===== config.mk =====
export PLATFORM = sky130hd
export DESIGN_NAME = dm_sba_to_axi_lite
export DESIGN_NICKNAME = d
export VERILOG_FILES = /design/src/rtl/holy_core_pkg.sv /design/src/rtl/dm_sba_to_axi_lite.sv
export SDC_FILE = /design/constraint.sdc
export NUM_CORES = 1
export LEC_CHECK = 0
export CAP_MARGIN = 10
export CORE_ASPECT_RATIO = 0.8
export CORE_MARGIN = 4
export CORE_UTILIZATION = 36
export CTS_BUF_LIST = sky130_fd_sc_hd__clkbuf_4 sky130_fd_sc_hd__clkbuf_8
export CTS_CLUSTER_DIAMETER = 200
export DETAILED_ROUTE_END_ITERATION = 6
export PLACE_DENSITY = 0.83
export SYNTH_ARGS = -nofsm -noshare
export SYNTH_HDL_FRONTEND = slang
export SYNTH_SLANG_ARGS = --single-unit

===== constraint.sdc =====
create_clock -name clk -period 1.25 [get_ports clk]
set_input_delay 0.25 -clock clk [delete_from_list [all_inputs] [get_ports clk]]
set_output_delay 0.25 -clock clk [all_outputs]
set_load 0.02 [all_outputs]

===== src/rtl/holy_core_pkg.sv =====
// Shared types for the debug-module AXI-Lite master bridge.
package holy_core_pkg;

  typedef enum logic [2:0] {
    M_IDLE,
    M_WRITE,
    M_BRESP,
    M_READ,
    M_RDATA,
    M_DONE
  } dm_axi_master_state_t;

  localparam logic [1:0] AXI_RESP_OKAY = 2'b00;

endpackage


===== src/rtl/dm_sba_to_axi_lite.sv =====
// SBA initiator to AXI-Lite master bridge, one outstanding transaction.
// Optional stall watchdog built when DM_AXI_TIMEOUT_EN is defined.
//
// state   | meaning
// M_IDLE  | waiting for a host request; only state that grants
// M_WRITE | AW and W offered, each dropped after its own handshake
// M_BRESP | waiting for the write response
// M_READ  | AR offered until accepted
// M_RDATA | waiting for the read beat
// M_DONE  | one-cycle completion pulse to the host
module dm_sba_to_axi_lite
  import holy_core_pkg::*;
#(
  parameter int AXI_ADDR_WIDTH = 32,
  parameter int AXI_DATA_WIDTH = 32,
  parameter int TIMEOUT_CYCLES = 1024
) (
  input  logic                          clk,
  input  logic                          rst_n,
  input  logic                          host_req_i,
  input  logic                          host_we_i,
  input  logic [AXI_ADDR_WIDTH-1:0]     host_addr_i,
  input  logic [AXI_DATA_WIDTH/8-1:0]   host_be_i,
  input  logic [AXI_DATA_WIDTH-1:0]     host_wdata_i,
  output logic                          host_gnt_o,
  output logic                          host_r_valid_o,
  output logic [AXI_DATA_WIDTH-1:0]     host_rdata_o,
  output logic                          host_err_o,
  output logic [AXI_ADDR_WIDTH-1:0]     m_axi_awaddr_o,
  output logic [2:0]                    m_axi_awprot_o,
  output logic                          m_axi_awvalid_o,
  input  logic                          m_axi_awready_i,
  output logic [AXI_DATA_WIDTH-1:0]     m_axi_wdata_o,
  output logic [AXI_DATA_WIDTH/8-1:0]   m_axi_wstrb_o,
  output logic                          m_axi_wvalid_o,
  input  logic                          m_axi_wready_i,
  input  logic [1:0]                    m_axi_bresp_i,
  input  logic                          m_axi_bvalid_i,
  output logic                          m_axi_bready_o,
  output logic [AXI_ADDR_WIDTH-1:0]     m_axi_araddr_o,
  output logic [2:0]                    m_axi_arprot_o,
  output logic                          m_axi_arvalid_o,
  input  logic                          m_axi_arready_i,
  input  logic [AXI_DATA_WIDTH-1:0]     m_axi_rdata_i,
  input  logic [1:0]                    m_axi_rresp_i,
  input  logic                          m_axi_rvalid_i,
  output logic                          m_axi_rready_o
);

  localparam int BW = AXI_DATA_WIDTH / 8;

  if (TIMEOUT_CYCLES < 2) begin : g_bad_timeout
    $error("TIMEOUT_CYCLES must be at least 2");
  end

  dm_axi_master_state_t state_q, state_d;
  logic [AXI_ADDR_WIDTH-1:0] addr_q, addr_d;
  logic [AXI_DATA_WIDTH-1:0] wdata_q, wdata_d;
  logic [BW-1:0]             be_q, be_d;
  logic                      awvalid_q, awvalid_d;
  logic                      wvalid_q, wvalid_d;
  logic                      arvalid_q, arvalid_d;
  logic                      aw_done_q, aw_done_d;
  logic                      w_done_q, w_done_d;
  logic [AXI_DATA_WIDTH-1:0] rdata_q, rdata_d;
  logic                      err_q, err_d;

  logic gnt;
  logic aw_hs, w_hs;
  logic resp_live;

  assign gnt   = host_req_i && (state_q == M_IDLE);
  assign aw_hs = awvalid_q && m_axi_awready_i;
  assign w_hs  = wvalid_q && m_axi_wready_i;

`ifdef DM_AXI_TIMEOUT_EN
  localparam int TW = $clog2(TIMEOUT_CYCLES + 1);

  logic [TW-1:0] tmo_cnt_q, tmo_cnt_d;
  logic          orphan_q, orphan_d;
  logic          busy;
  logic          tmo_hit;

  assign busy    = (state_q == M_WRITE) || (state_q == M_BRESP) ||
                   (state_q == M_READ)  || (state_q == M_RDATA);
  assign tmo_hit = busy && !orphan_q && (tmo_cnt_q == '0);
  // Once the host has been told the access failed, the late response is discarded.
  assign resp_live = !orphan_q && !tmo_hit;

  always_comb begin
    tmo_cnt_d = tmo_cnt_q;
    orphan_d  = orphan_q;
    if (gnt) begin
      tmo_cnt_d = TW'(TIMEOUT_CYCLES - 1);
      orphan_d  = 1'b0;
    end else begin
      if ((state_q != M_IDLE) && (tmo_cnt_q != '0)) tmo_cnt_d = tmo_cnt_q - TW'(1);
      if (tmo_hit) orphan_d = 1'b1;
    end
  end

  always_ff @(posedge clk) begin
    if (!rst_n) begin
      tmo_cnt_q <= '0;
      orphan_q  <= 1'b0;
    end else begin
      tmo_cnt_q <= tmo_cnt_d;
      orphan_q  <= orphan_d;
    end
  end

  assign host_r_valid_o = ((state_q == M_DONE) && !orphan_q) || tmo_hit;
  assign host_rdata_o   = tmo_hit ? '0 : rdata_q;
  assign host_err_o     = tmo_hit || err_q;
`else
  assign resp_live      = 1'b1;
  assign host_r_valid_o = (state_q == M_DONE);
  assign host_rdata_o   = rdata_q;
  assign host_err_o     = err_q;
`endif

  always_comb begin
    state_d   = state_q;
    addr_d    = addr_q;
    wdata_d   = wdata_q;
    be_d      = be_q;
    awvalid_d = awvalid_q;
    wvalid_d  = wvalid_q;
    arvalid_d = arvalid_q;
    aw_done_d = aw_done_q;
    w_done_d  = w_done_q;
    rdata_d   = rdata_q;
    err_d     = err_q;

    unique case (state_q)
      M_IDLE: begin
        if (gnt) begin
          addr_d  = host_addr_i;
          wdata_d = host_wdata_i;
          be_d    = host_be_i;
          if (host_we_i) begin
            state_d   = M_WRITE;
            awvalid_d = 1'b1;
            wvalid_d  = 1'b1;
            aw_done_d = 1'b0;
            w_done_d  = 1'b0;
          end else begin
            state_d   = M_READ;
            arvalid_d = 1'b1;
          end
        end
      end
      M_WRITE: begin
        if (aw_hs) begin
          awvalid_d = 1'b0;
          aw_done_d = 1'b1;
        end
        if (w_hs) begin
          wvalid_d = 1'b0;
          w_done_d = 1'b1;
        end
        if ((aw_done_q || aw_hs) && (w_done_q || w_hs)) state_d = M_BRESP;
      end
      M_BRESP: begin
        if (m_axi_bvalid_i) begin
          if (resp_live) begin
            err_d   = (m_axi_bresp_i != AXI_RESP_OKAY);
            rdata_d = '0;
          end
          state_d = M_DONE;
        end
      end
      M_READ: begin
        if (m_axi_arready_i) begin
          arvalid_d = 1'b0;
          state_d   = M_RDATA;
        end
      end
      M_RDATA: begin
        if (m_axi_rvalid_i) begin
          if (resp_live) begin
            rdata_d = m_axi_rdata_i;
            err_d   = (m_axi_rresp_i != AXI_RESP_OKAY);
          end
          state_d = M_DONE;
        end
      end
      M_DONE: state_d = M_IDLE;
      default: state_d = M_IDLE;
    endcase
  end

  always_ff @(posedge clk) begin
    if (!rst_n) begin
      state_q   <= M_IDLE;
      addr_q    <= '0;
      wdata_q   <= '0;
      be_q      <= '0;
      awvalid_q <= 1'b0;
      wvalid_q  <= 1'b0;
      arvalid_q <= 1'b0;
      aw_done_q <= 1'b0;
      w_done_q  <= 1'b0;
      rdata_q   <= '0;
      err_q     <= 1'b0;
    end else begin
      state_q   <= state_d;
      addr_q    <= addr_d;
      wdata_q   <= wdata_d;
      be_q      <= be_d;
      awvalid_q <= awvalid_d;
      wvalid_q  <= wvalid_d;
      arvalid_q <= arvalid_d;
      aw_done_q <= aw_done_d;
      w_done_q  <= w_done_d;
      rdata_q   <= rdata_d;
      err_q     <= err_d;
    end
  end

  assign host_gnt_o      = gnt;
  assign m_axi_awaddr_o  = addr_q;
  assign m_axi_awprot_o  = 3'b000;
  assign m_axi_awvalid_o = awvalid_q;
  assign m_axi_wdata_o   = wdata_q;
  assign m_axi_wstrb_o   = be_q;
  assign m_axi_wvalid_o  = wvalid_q;
  assign m_axi_bready_o  = (state_q == M_BRESP);
  assign m_axi_araddr_o  = addr_q;
  assign m_axi_arprot_o  = 3'b000;
  assign m_axi_arvalid_o = arvalid_q;
  assign m_axi_rready_o  = (state_q == M_RDATA);

endmodule

==> flow_metrics.tcl, run 1 <==
set metrics [dict create \
    layout_commonest_cell "buf_2" \
    synth_area_um2 4790 \
    num_io_pins 259 \
    violations "setup timing" \
    crit_fanout 2 \
    slowest_stage "dfxtp_2" \
    outcome "finished, violations left" \
    grt_usage_pct 19.4 \
    grt_overflow_total 0 \
    finish.instance_area_um2 7930 \
    syn-instance-count 509 \
    synthMuxAreaShare_pct 0.418 \
    gp_congestion 0.750 \
    place_area_um2 7190 \
    ys_warn_count 0 \
    synth-edff-count 0 \
    cts_buffer_depth 2 \
    drt-initial-drc-count 218 \
    grt_use_met2_pct 32.5 \
    worstHoldPathCells 3 \
    p_int_mw 8.42 \
    antenna_left 0 \
    synth_cell_types 39 \
    first_pass_iters 4 \
    hold_viol_final 0 \
    worst_slack_ps -289 \
    io_buffers 252 \
    antenna_found_initial 1 \
    grtUsageMet3_pct 5.85 \
    finalCritPeriodShare_pct 123 \
    p_sw_mw 5.51 \
    synth_top_family_by_area "compound AO/OA/AOI/OAI gates" \
    synthArstFlopShare_pct 0 \
    core-area_um2 13000 \
    cts_tree "built" \
    hpwl_um 10200 \
    chipWidth_um 137 \
    ys_seq_elements 109 \
    yosysTopAreaCell "dfxtp_1" \
    worst_ep_required_time_ps 1000 \
    irDropWorstVdd_uv 1060 \
    grtUsageMet1_pct 23.5 \
    worstReg2RegEnd "host_rdata_o[0]$_SDFFE_PN0P_" \
    critPathKind "flip-flop to output pin" \
    synthSimpleGateAreaFrac_pct 20.7 \
    r2r-start "state_q[0]$_SDFFE_PN0P_" \
    hp-class "input pin to flip-flop" \
    synth_area_leaders "dfxtp_1, nand2_1, a22oi_2" \
    synth-xor-area-share_pct 0 \
    maxCapViolations 0 \
    areaGrowthSynthToFinish_pct 65.3 \
    numCtsBuffers 9 \
    pwr-share-comb_pct 52.1 \
    clk_pin_slew_ps 110 \
    synth.top_cell.area_share_pct 45.5 \
    clkPwrFrac_pct 16.1 \
    min_from "rst_n" \
    p_total_mw 13.9 \
    routed_wl_um 16900 \
    p_per_area_nw_per_um2 1760 \
    fin_nets 867 \
    num-fill-cells 1080 \
    syn_area_per_cell_um2 9.42 \
    endpoint_kind "output pin" \
    switching_share_pct 39.5 \
    worst_setup_path_start_kind "flip-flop" \
    mostFrequentLayoutCells "buf_2, clkdlybuf4s50_1, nand2_1" \
    die_area_um2 15200 \
    layout-drive-gt1-share_pct 50.6 \
    max_stage_delay_ps 350 \
    r2r.worst_path.cells 8 \
    crit_chain "buf_6, nor2_4, nand3b_4, inv_4, buf_6" \
    grt_max_degree 62 \
    grt_pass1_wl_um 23300 \
    r2r_slack_ps -270 \
    vias 4480 \
    arrival_ps 1290 \
    grt_pass1_vias 4347 \
    busiest_layer "met2" \
    rsz0062_at_grt "yes" \
    die_y_um 111 \
    rows 37 \
    cts.htree.levels 3 \
    period_needed_ps 1540 \
    cts.sinks 109 \
    synth_fa_ha_area_share_pct 0 \
    setup_viol 112 \
    wl_per_cell_um 18.0 \
    finClkSkew_ps 13.3 \
    slew_viol_final 0 \
    path_common_cell "buf_6" \
    root_buffer "clkbuf_8" \
    ys.flop_type "dfxtp_1" \
    p_seq_share_pct 31.8 \
    place_ws_ps -584 \
    initial_utilization_pct 37.0 \
    yosysSeqAreaShare_pct 45.5 \
    synth-compound-area-share_pct 21.0 \
    p_leak_nw 3.47 \
    vias_per_cell 4.79 \
    route.detailed.drc 0 \
    utilization_pct 61.2 \
    hold-path-endpoint "m_axi_wdata_o[15]$_SDFFE_PN0P_" \
    clock.fmax_ghz 0.650 \
    clk_latency_ps 390 \
]
[power by group through the flow]
| stage | Clock (mW) | Sequential [mW] | Combinational [mW] |
|---|---|---|---|
| after floorplan | 0 | 5.02 | 2.68 |
| after global placement | 0 | 4.44 | 5.17 |
| after detailed placement | 0 | 4.47 | 5.28 |
| after CTS | 2.30 | 4.40 | 5.48 |
| after global routing | 2.45 | 4.50 | 7.66 |
| final | 2.24 | 4.43 | 7.26 |
[cells by family (layout without fill, tap and decap cells)]
group,Yosys count,in the layout
muxes,2,2
other,1,7
DFF,109,109
and+or+nand+nor,203,204
AOI/OAI and AO/OA,115,115
buffers and inverters,79,323
[sequential cells by signal, summed over array words and instances, names as in the netlist, 3 cells and up]
register / count
host_rdata_o: 32
state_q: 3
m_axi_wdata_o: 32
m_axi_wstrb_o: 4
m_axi_araddr_o: 32
[per-stage QoR]
stage / TNS, ps / hold slack (ps) / cells
floorplan: -7890 / 385 / 514
global placement: -44720 / 440 / 886
detailed placement: -48140 / 447 / 886
CTS: -21270 / 328 / 918
global route: -25090 / 326 / 935
finish: -20610 / 355 / 935
[area by class of cell]
cell class / instances / area (um^2) / share of cell area (%)
Clock buffer: 11 / 145 / 1.83
Clock inverter: 5 / 60.1 / 0.758
Timing Repair Buffer: 304 / 2730 / 34.4
Inverter: 3 / 13.8 / 0.174
Multi-Input combinational cell: 327 / 2550 / 32.2
Sequential cell: 109 / 2210 / 27.8
Tap cell: 175 / 219 / 2.76
Antenna cell: 1 / 2.50 / 0.0316
[Yosys cell counts, types with 3 or more instances]
master / number
clkbuf_1: 18
nand3_1: 3
nor2_1: 7
dfxtp_1: 109
buf_4: 47
a21boi_0: 45
a21oi_1: 4
nor2b_1: 3
a21boi_1: 26
nand3b_1: 3
buf_12: 4
a22oi_2: 30
nor2b_2: 30
clkbuf_8: 3
nand2_1: 145
[critical path, delay by kind of cell, from the launching register on]
family / cells / cell delay, ps
flip-flops: 1 / 350
buffers and inverters: 3 / 320
AND/OR/NAND/NOR: 2 / 230
[how the worst max path moves through the flow]
stage                       startpoint                              to  slack (ps)  depth (start not counted)
6_report       state_q[1]$_SDFFE_PN0P_                      host_gnt_o        -290                          5
5_1_grt        state_q[1]$_SDFFE_PN0P_                      host_gnt_o        -340                          5
4_1_cts        state_q[1]$_SDFFE_PN0P_                      host_gnt_o        -250                          5
3_5_place_dp                host_req_i  m_axi_wdata_o[26]$_SDFFE_PN0P_        -580                          7
3_3_place_gp                host_req_i                      host_gnt_o        -540                          4
2_1_floorplan  state_q[0]$_SDFFE_PN0P_   host_rdata_o[24]$_SDFFE_PN0P_        -210                          7
[timing repair]
action | CTS | global route
hold buffers | 0 | 0
endpoints found under the setup margin | 249 | 138
setup buffers | 9 | 13
pin swaps | 3 | 85
resized for setup | 591 | 218
cloned | 7 | 8
[routing by layer]
| metal | routed length (um) | vias up |
|---|---|---|
| met5 | 0 | - |
| met4 | 309 | 0 |
| met3 | 1100 | 21 |
| met2 | 8440 | 156 |
| met1 | 7010 | 2169 |
| li1 | - | 2134 |
No activity file was read; power rests on OpenSTA's default activity.
==> inputs of run 2 (changes only) <==
CAP_MARGIN = 40   (was 10)
clock period = 1.4 ns   (was 1.25 ns; I/O delays follow)
==> run 2 against run 1 <==
Effect of this change:
- utilization up 2.7 points
- clock power down 2%
- sequential cell count unchanged
- global-route usage down 0.29 points
- the run still ends with setup timing left
==> flow_metrics.tcl, run 2 (synthesis gave the netlist of run 1 again) <==
set metrics [dict create \
    slew_viol_final 0 \
    multi_input_area_um2 2470 \
    core-area_um2 13000 \
    drt-initial-drc-count 188 \
    clk_latency_ps 380 \
    antenna_found_initial 0 \
    critPathKind "flip-flop to output pin" \
    rsz0062_at_grt "yes" \
    grt_usage_pct 19.1 \
    setup_viol 97 \
    worstReg2RegEnd "m_axi_araddr_o[7]$_SDFFE_PN0P_" \
    cts.htree.levels 3 \
    max_stage_delay_ps 390 \
    ff_latch_area_um2 2190 \
    die_area_um2 15200 \
    violations "setup timing" \
    io_buffers 252 \
    finalCritPeriodShare_pct 111 \
    grtUsageMet3_pct 5.49 \
    irDropWorstVdd_uv 912 \
    hpwl_um 10200 \
    hold_viol_final 0 \
    worst_setup_path_start_kind "flip-flop" \
    period_needed_ps 1550 \
    finClkSkew_ps 8.71 \
    cts.sinks 109 \
    worstHoldPathCells 4 \
    root_buffer "clkbuf_8" \
    num_io_pins 259 \
    r2r.worst_path.cells 8 \
    p_per_area_nw_per_um2 1580 \
    initial_utilization_pct 37.0 \
    mostFrequentLayoutCells "clkdlybuf4s50_1, nand2_1, dfxtp_1" \
    cts_tree "built" \
    rows 37 \
    r2r_slack_ps -110 \
    arrival_ps 1270 \
    holdWs_ps 405 \
    wl_per_cell_um 18.5 \
    routed_wl_um 17400 \
    antenna_cells 0 \
    p_leak_nw 3.40 \
    place_ws_ps -444 \
    areaGrowthSynthToFinish_pct 72.6 \
    min_from "rst_n" \
    first_pass_iters 4 \
    crit_chain "nor2_4, nand3b_4, inv_4, buf_6" \
    clock.fmax_ghz 0.645 \
    r2r-start "state_q[1]$_SDFFE_PN0P_" \
    fin_nets 871 \
    busiest_layer "met2" \
    grtUsageMet1_pct 21.4 \
    hp-class "input pin to flip-flop" \
    gp_congestion 0.769 \
    fin_cells 938 \
    clk_pin_slew_ps 100 \
    hold-path-endpoint "m_axi_awvalid_o$_SDFFE_PN0P_" \
    vias_per_cell 4.79 \
    grt_pass1_wl_um 23100 \
    outcome "finished, violations left" \
    crit_fanout 5 \
    placedCellCount 885 \
    grt_pass1_vias 4431 \
    slowest_stage "dfxtp_4" \
    maxCapViolations 0 \
    grt_overflow_total 0 \
    antenna_left 0 \
    cts_hold_buf 0 \
    num-fill-cells 1021 \
    grt_use_met2_pct 33.8 \
    endpoint_kind "output pin" \
    chipWidth_um 137 \
    vias 4491 \
    layout-drive-gt1-share_pct 38.9 \
    cts_buffer_depth 2 \
    grt_max_degree 79 \
    layout_commonest_cell "clkdlybuf4s50_1" \
    p_total_mw 13.0 \
    numCtsBuffers 9 \
    route.detailed.drc 0 \
    worst_slack_ps -151 \
    die_y_um 111 \
    worst_ep_required_time_ps 1120 \
]
-- run 2: area by class of cell --
type                            instances  area share (%)
Timing Repair Buffer                  307            38.0
Multi-Input combinational cell        328            29.8
Sequential cell                       109            26.5
Tap cell                              175            2.65
Clock buffer                           11            1.83
Clock inverter                          5           0.998
Inverter                                3           0.166
-- run 2: worst max-delay path by stage --
stage | startpoint | end | slack (ps) | depth (start not counted)
floorplan | state_q[0]$_SDFFE_PN0P_ | host_rdata_o[24]$_SDFFE_PN0P_ | -60 | 7
global placement | host_req_i | host_gnt_o | -430 | 4
detailed placement | host_req_i | host_gnt_o | -440 | 4
CTS | state_q[2]$_SDFFE_PN0P_ | host_gnt_o | -180 | 4
global route | state_q[1]$_SDFFE_PN0P_ | host_gnt_o | -200 | 4
finish | state_q[1]$_SDFFE_PN0P_ | host_gnt_o | -150 | 4
-- run 2: repair_timing --
action                     in CTS  in global routing
resized for setup             254                278
pin swaps                       1                 69
setup buffers                   3                 13
gates cloned                    6                 15
setup endpoints to repair     249                206
-- run 2: stage by stage --
step	utilization (%)	setup TNS, ps	area [um^2]
3_3_place_gp	55.5	-29320	7190
2_1_floorplan	-	-1770	4820
5_1_grt	63.8	-9480	8280
4_1_cts	58.8	-1670	7620
3_5_place_dp	55.5	-34850	7190
6_report	63.8	-4240	8280
-- run 2: worst max-delay path, delay by kind of cell, from the launching register on --
family / cells / cell delay [ps]
flops: 1 / 390
simple gates: 2 / 310
buf+inv: 2 / 200
-- run 2: metal layers --
layer  routed length (um)  vias to the layer above
met3                 1420                       36
met2                 8520                      165
met1                 6970                     2143
met4                  467                        0
met5                    0                        -
li1                     -                     2147
-- run 2: report_power, final --
part / switching (mW) / leakage, nW / total, mW / internal [mW]
clock network: 1.08 / 0.120 / 2.19 / 1.11
registers: 0.385 / 0.891 / 4.00 / 3.61
logic: 3.52 / 2.39 / 6.86 / 3.34
total: 4.98 / 3.40 / 13.0 / 8.06
